<file path="config.mk">
export PLATFORM = sky130hd
export DESIGN_NAME = mem_resp_flat
export DESIGN_NICKNAME = d
export VERILOG_FILES = /design/src/rtl/mem_resp_if.sv /design/src/rtl/mem_resp.sv /design/src/flat_wrapper.sv
export SDC_FILE = /design/constraint.sdc
export NUM_CORES = 2
export LEC_CHECK = 0
export CORE_MARGIN = 3
export CORE_UTILIZATION = 45
export CTS_CLUSTER_DIAMETER = 60
export DETAILED_ROUTE_END_ITERATION = 7
export PLACE_DENSITY_LB_ADDON = 0.3
export REMOVE_ABC_BUFFERS = 1
export SETUP_SLACK_MARGIN = 0.3
export SLEW_MARGIN = 20
export SYNTH_ARGS = -nofsm -noshare
export SYNTH_HDL_FRONTEND = slang
export SYNTH_SLANG_ARGS = --single-unit
export TNS_END_PERCENT = 100
</file>
<file path="constraint.sdc">
create_clock -name clk -period 11.2 [get_ports clk]
set_clock_uncertainty 0.1 [all_clocks]
set_input_delay 2.24 -clock clk [delete_from_list [all_inputs] [get_ports clk]]
set_output_delay 2.24 -clock clk [all_outputs]
set_load 0.05 [all_outputs]
</file>
<file path="src/rtl/mem_resp_if.sv">
// CPU <-> memory responder bus.
//   memaddr/wdata/read/write : driven by the CPU (master)
//   rdata/ready/busy         : driven by the responder (slave)
//   addr_err                 : only present when MEM_BOUND_CHECK_EN is defined
interface mem_resp_if;
  logic [15:0] memaddr;
  logic [7:0]  wdata;
  logic        read;
  logic        write;
  logic [7:0]  rdata;
  logic        ready;
  logic        busy;
`ifdef MEM_BOUND_CHECK_EN
  logic        addr_err;
`endif

  modport master (
    output memaddr, wdata, read, write,
`ifdef MEM_BOUND_CHECK_EN
    input  addr_err,
`endif
    input  rdata, ready, busy
  );

  modport slave (
    input  memaddr, wdata, read, write,
`ifdef MEM_BOUND_CHECK_EN
    output addr_err,
`endif
    output rdata, ready, busy
  );
endinterface

</file>
<file path="src/rtl/mem_resp.sv">
// Memory-side responder for the CPU external memory bus.
// Holds an 8-bit-wide store of 2**ADDR_W bytes, answers CPU reads/writes with a
// one-cycle ready pulse WAIT_CYCLES+1 edges after the request edge, and exposes
// a loader port for preloading the store while the CPU is held off.
//
// Ports:
//   clk      rising-edge clock
//   rst      asynchronous reset, active low
//   bus      CPU bus (slave side): memaddr, wdata, read, write -> rdata, ready, busy
//   ld_en    loader mode, blocks CPU requests in IDLE
//   ld_we    loader write strobe (only honoured with ld_en in IDLE)
//   ld_addr  loader address
//   ld_data  loader data
//
// Optional feature (define MEM_BOUND_CHECK_EN): bus.addr_err output; requests
// with memaddr[15:ADDR_W] != 0 keep normal timing but skip the array, reads
// return 8'hFF and addr_err pulses with ready. Without it upper bits alias.
module mem_resp #(
  parameter int ADDR_W      = 8,
  parameter int WAIT_CYCLES = 1
) (
  input  logic              clk,
  input  logic              rst,
  mem_resp_if.slave         bus,
  input  logic              ld_en,
  input  logic              ld_we,
  input  logic [ADDR_W-1:0] ld_addr,
  input  logic [7:0]        ld_data
);

  typedef enum logic [1:0] {IDLE, BUSY, DONE} state_t;

  localparam logic [3:0] WAIT_INIT = 4'(WAIT_CYCLES);

  state_t            state;
  logic [3:0]        cnt;
  logic [ADDR_W-1:0] addr_q;
  logic [7:0]        data_q;
  logic              wr_q;
  logic              oob_q;
  logic [7:0]        rdata_q;
  logic              ready_q;
  logic              busy_q;
  logic              addr_err_q;

  logic [7:0] mem [2**ADDR_W];

  // Out-of-range detection on the live address.
  logic oob_in;
`ifdef MEM_BOUND_CHECK_EN
  assign oob_in = |bus.memaddr[15:ADDR_W];
`else
  assign oob_in = 1'b0;
  logic unused_hi;
  assign unused_hi = ^bus.memaddr[15:ADDR_W];
`endif

  logic req;
  assign req = (state == IDLE) && !ld_en && (bus.read || bus.write);

  // The access commits on the edge that enters DONE: either straight from IDLE
  // (zero wait states, using live inputs) or from BUSY when the counter expires
  // (using latched values).
  logic              commit_idle, commit_busy, commit;
  logic [ADDR_W-1:0] c_addr;
  logic [7:0]        c_data;
  logic              c_wr, c_oob;

  assign commit_idle = req && (WAIT_CYCLES == 0);
  assign commit_busy = (state == BUSY) && (cnt == 4'd1);
  assign commit      = commit_idle || commit_busy;
  assign c_addr      = commit_idle ? bus.memaddr[ADDR_W-1:0] : addr_q;
  assign c_data      = commit_idle ? bus.wdata : data_q;
  assign c_wr        = commit_idle ? (!bus.read && bus.write) : wr_q;
  assign c_oob       = commit_idle ? oob_in : oob_q;

  // CPU and loader writes never coincide: the CPU commit from IDLE needs
  // ld_en=0, and loader writes are held off outside IDLE.
  logic cpu_we, ldr_we;
  assign cpu_we = commit && c_wr && !c_oob;
  assign ldr_we = (state == IDLE) && ld_en && ld_we;

  // Store is intentionally not reset.
  always_ff @(posedge clk) begin
    if (cpu_we)      mem[c_addr]  <= c_data;
    else if (ldr_we) mem[ld_addr] <= ld_data;
  end

  always_ff @(posedge clk or negedge rst) begin
    if (!rst) begin
      state      <= IDLE;
      cnt        <= '0;
      addr_q     <= '0;
      data_q     <= '0;
      wr_q       <= 1'b0;
      oob_q      <= 1'b0;
      rdata_q    <= 8'h00;
      ready_q    <= 1'b0;
      busy_q     <= 1'b0;
      addr_err_q <= 1'b0;
    end else begin
      ready_q    <= 1'b0;
      addr_err_q <= 1'b0;
      if (commit && !c_wr) rdata_q <= c_oob ? 8'hFF : mem[c_addr];
      case (state)
        IDLE: begin
          if (req) begin
            addr_q <= bus.memaddr[ADDR_W-1:0];
            data_q <= bus.wdata;
            wr_q   <= !bus.read && bus.write;  // read wins
            oob_q  <= oob_in;
            busy_q <= 1'b1;
            if (WAIT_CYCLES == 0) begin
              state      <= DONE;
              ready_q    <= 1'b1;
              addr_err_q <= oob_in;
            end else begin
              state <= BUSY;
              cnt   <= WAIT_INIT;
            end
          end
        end
        BUSY: begin
          cnt <= cnt - 4'd1;
          if (cnt == 4'd1) begin
            state      <= DONE;
            ready_q    <= 1'b1;
            addr_err_q <= oob_q;
          end
        end
        DONE: begin
          state  <= IDLE;
          busy_q <= 1'b0;
        end
        default: begin
          state  <= IDLE;
          busy_q <= 1'b0;
        end
      endcase
    end
  end

  assign bus.rdata = rdata_q;
  assign bus.ready = ready_q;
  assign bus.busy  = busy_q;
`ifdef MEM_BOUND_CHECK_EN
  assign bus.addr_err = addr_err_q;
`else
  logic unused_err;
  assign unused_err = addr_err_q;
`endif

endmodule

</file>
<file path="src/flat_wrapper.sv">
// flat-port wrapper written by rule: the top's interface ports become plain ports
module mem_resp_flat 
#(
  parameter int ADDR_W      = 8,
  parameter int WAIT_CYCLES = 1
)
  (clk, rst, ld_en, ld_we, ld_addr, ld_data, bus_memaddr, bus_wdata, bus_read, bus_write, bus_rdata, bus_ready, bus_busy);
  mem_resp_if bus_i ();
  input  logic clk;
  input  logic rst;
  input  logic ld_en;
  input  logic ld_we;
  input  logic [ADDR_W-1:0] ld_addr;
  input  logic [7:0] ld_data;
  input wire logic [$bits(bus_i.memaddr)-1:0] bus_memaddr;
  input wire logic [$bits(bus_i.wdata)-1:0] bus_wdata;
  input wire logic [$bits(bus_i.read)-1:0] bus_read;
  input wire logic [$bits(bus_i.write)-1:0] bus_write;
  output wire logic [$bits(bus_i.rdata)-1:0] bus_rdata;
  output wire logic [$bits(bus_i.ready)-1:0] bus_ready;
  output wire logic [$bits(bus_i.busy)-1:0] bus_busy;
  assign bus_i.memaddr = bus_memaddr;
  assign bus_i.wdata = bus_wdata;
  assign bus_i.read = bus_read;
  assign bus_i.write = bus_write;
  assign bus_rdata = bus_i.rdata;
  assign bus_ready = bus_i.ready;
  assign bus_busy = bus_i.busy;
  mem_resp #(.ADDR_W(ADDR_W), .WAIT_CYCLES(WAIT_CYCLES)) u_core (.clk(clk), .rst(rst), .bus(bus_i), .ld_en(ld_en), .ld_we(ld_we), .ld_addr(ld_addr), .ld_data(ld_data));
endmodule
</file>
==> reports/qor.yml <==
hold_viol_final: 0
drc_errors: 0
netlist_area_um2: 81000
drt_wl_total_um: 201000
nets: 4033
slew_viol_final: 0
num_vias: 39600
fillers: 13900
r2r_start: "u_core.addr_q[0]$_DFFE_PN0P_"
wl_per_cell_um: 30.8
syn_inst: 3878
core_area_um2: 179000
dp_hpwl_um: 120000
worstHoldStart: "u_core.c_data[6]$_DFFE_PN0P_"
cp-end-kind: "flop"
rrSetupSlack_ns: 5.94
yosysUniqueCellTypes: 58
drive_gt1_frac: 0.239
critPathLaunchType: "input pin"
fin_crit_ns: 5.98
tns_ns: 0
power_density_nw_per_um2: 258
initial_core_util: 0.454
grt_pass1_vias: 39500
grtUsageMet3: 0.0370
cts.reportedPaths.clkPinSlew_ns: 0.06
ctsResizeCount: 0
insertion_delay_ns: 0.83
ys_ff_latch: 2081
cp.required_ns: 11.53
tightest_slew_ns: 1.20
status: "finished, final reports clean"
detailedRoute.firstPassIterationCount: 5
hold_class: "reg2reg"
cts_setup_buffers: 0
grt-ovfl-total: 0
cts_tree: "done"
grt_max_degree: 217
syn2layout_area_growth_pct: 12.1
antenna_found_initial: 5
min_path_cells: 2
clock_path_buffers: 3
cp_max_fo: 33
final_antenna_net_count: 0
die_w_um: 430
portBuffers: 47
arrival_ns: 6.31
clock-sinks: 2081
met2_usage: 0.337
clockRootBuffer: "clkbuf_16"
top_usage_layer: "met2"
rsz0062_at_grt: "false"
die_h_um: 430
dieArea_um2: 185000
htree_levels: 4
drt_iter0_drc: 5056
met1_usage: 0.314
numCtsBuffers: 207
hold_buffers: 0
crit_type: "in2reg"
p_leak_nw: 27.8
synth-seq-area-share: 0.769
peakVddDrop_uv: 171
setup_viol: 0
grt_pass1_wl_um: 287000
synth_ff_type: "edfxtp_1"
async_flop_share: 0.0159
r2r_cells: 9
viasPerCell: 6.09
track_usage: 0.216
crit_start: "ld_en"
pin_count: 56
clock.fmax_ghz: 0.167
slew_headroom: 0.200
synth_warnings: 0
period_share: 0.534
synth_area_per_cell_um2: 20.9
routabilityCongestion: 0.860
placementRows: 155
drv_cap: 0
synth_edf_count: 2048
final_core_util: 0.508
[logic make-up after synthesis]
kind of cell,Yosys count,share of synthesized area
muxes,640,0.157
xor gates and xnor gates,1,0.000108
and+or+nand+nor,659,0.0348
DFF,2081,0.769
AOI/OAI and AO/OA,262,0.0237
buffers and inverters,233,0.0147
adders and majority gates,2,0.000309
[stage by stage]
stage	hold WS, ns	std cells	power (mW)	instance area (µm²)	worst slack (ns)
after global placement	0.364	6128	16.8	84100	4.53
after global routing	0.408	6513	24.2	90800	5.13
after detailed placement	0.362	6128	16.9	84100	4.49
after CTS	0.379	6510	23.6	90700	5.35
after floorplan	0.346	3651	16.0	79800	-11.47
final	0.379	6515	23.5	90800	5.22
[metal layers]
layer | share of wire | wire (µm) | vias to the layer above
li1 | - | - | 16300
met1 | 0.41 | 82100 | 21200
met2 | 0.48 | 96000 | 1879
met3 | 0.083 | 16600 | 325
met4 | 0.031 | 6290 | 0
met5 | 0 | 0 | -
[critical path, stage by stage]
cell             delay, ns
clkdlybuf4s50_1       0.50
nor4bb_4              0.28
buf_4                 0.39
nand3b_1              0.12
o21ai_1               0.41
nand3_1               1.05
buf_4                 0.59
nor2_1                0.68
[synth_stat cells, drive strengths merged (10+ instances only)]
cell type  count  share of area
a211oi        16         0.0015
a21oi         18         0.0011
a221oi        38         0.0041
a22o          14         0.0015
a22oi         46         0.0043
and2          13         0.0010
buf          126         0.0098
clkbuf       101         0.0047
dfrtp         33          0.010
edfxtp      2048           0.76
mux2          90          0.013
mux2i         54         0.0067
mux4         496           0.14
nand2        155         0.0072
nand3         41         0.0025
nand3b        15         0.0014
nand4         27         0.0021
nor2         359          0.017
nor4          14         0.0011
o211ai        10        0.00093
o21ai         37         0.0023
o22ai         32         0.0025
[cell usage in the layout (no fill, tap or decap), types with 46 or more instances in the layout]
master           instances
clkdlybuf4s50_1         46
mux2_2                  90
clkbuf_1                49
buf_4                   64
clkbuf_16              216
nor2_1                 358
mux4_2                 496
a22oi_1                 46
nand2_1                146
mux2i_1                 54
edfxtp_1              2048
[state kept, by name, indices dropped and copies added (netlist names)]
register          count
u_core.mem         2048
u_core.addr_q         8
u_core.bus.rdata      8
u_core.c_data         8
u_core.cnt            4
u_core.state          2
u_core.bus.busy       1
u_core.bus.ready      1
u_core.c_wr           1
[where the power goes]
part | total, mW | internal, mW | switching (mW)
Sequential | 9.99 | 9.82 | 0.177
Clock | 6.74 | 3.83 | 2.91
Combinational | 6.72 | 2.31 | 4.41
Total | 23.5 | 16.0 | 7.50
[layout make-up]
cell class              count  area (µm²)  share of cell area
diodes                      2        5.00           0.0000551
repair buffers            125        1220              0.0135
clock buffers             266        5600              0.0617
clock inverters           116         985              0.0108
well taps                2355        2950              0.0325
flip-flops and latches   2081       62300               0.687
inverters                   6        27.5            0.000303
multi-input cells        1564       17700               0.195
[worst paths after layout]
check / end
setup reg to reg: u_core.bus.rdata[3]$_DFFE_PN0P_
min in group asynchronous: u_core.bus.busy$_DFFE_PN0P_
hold reg to reg: u_core.c_data[6]$_DFFE_PN0P_
setup / recovery: u_core.mem[217][3]$_DFFE_PP_
max in group asynchronous: u_core.addr_q[1]$_DFFE_PN0P_
hold / removal: u_core.c_data[6]$_DFFE_PN0P_
Note: power is estimated with default switching activity, not from simulation.
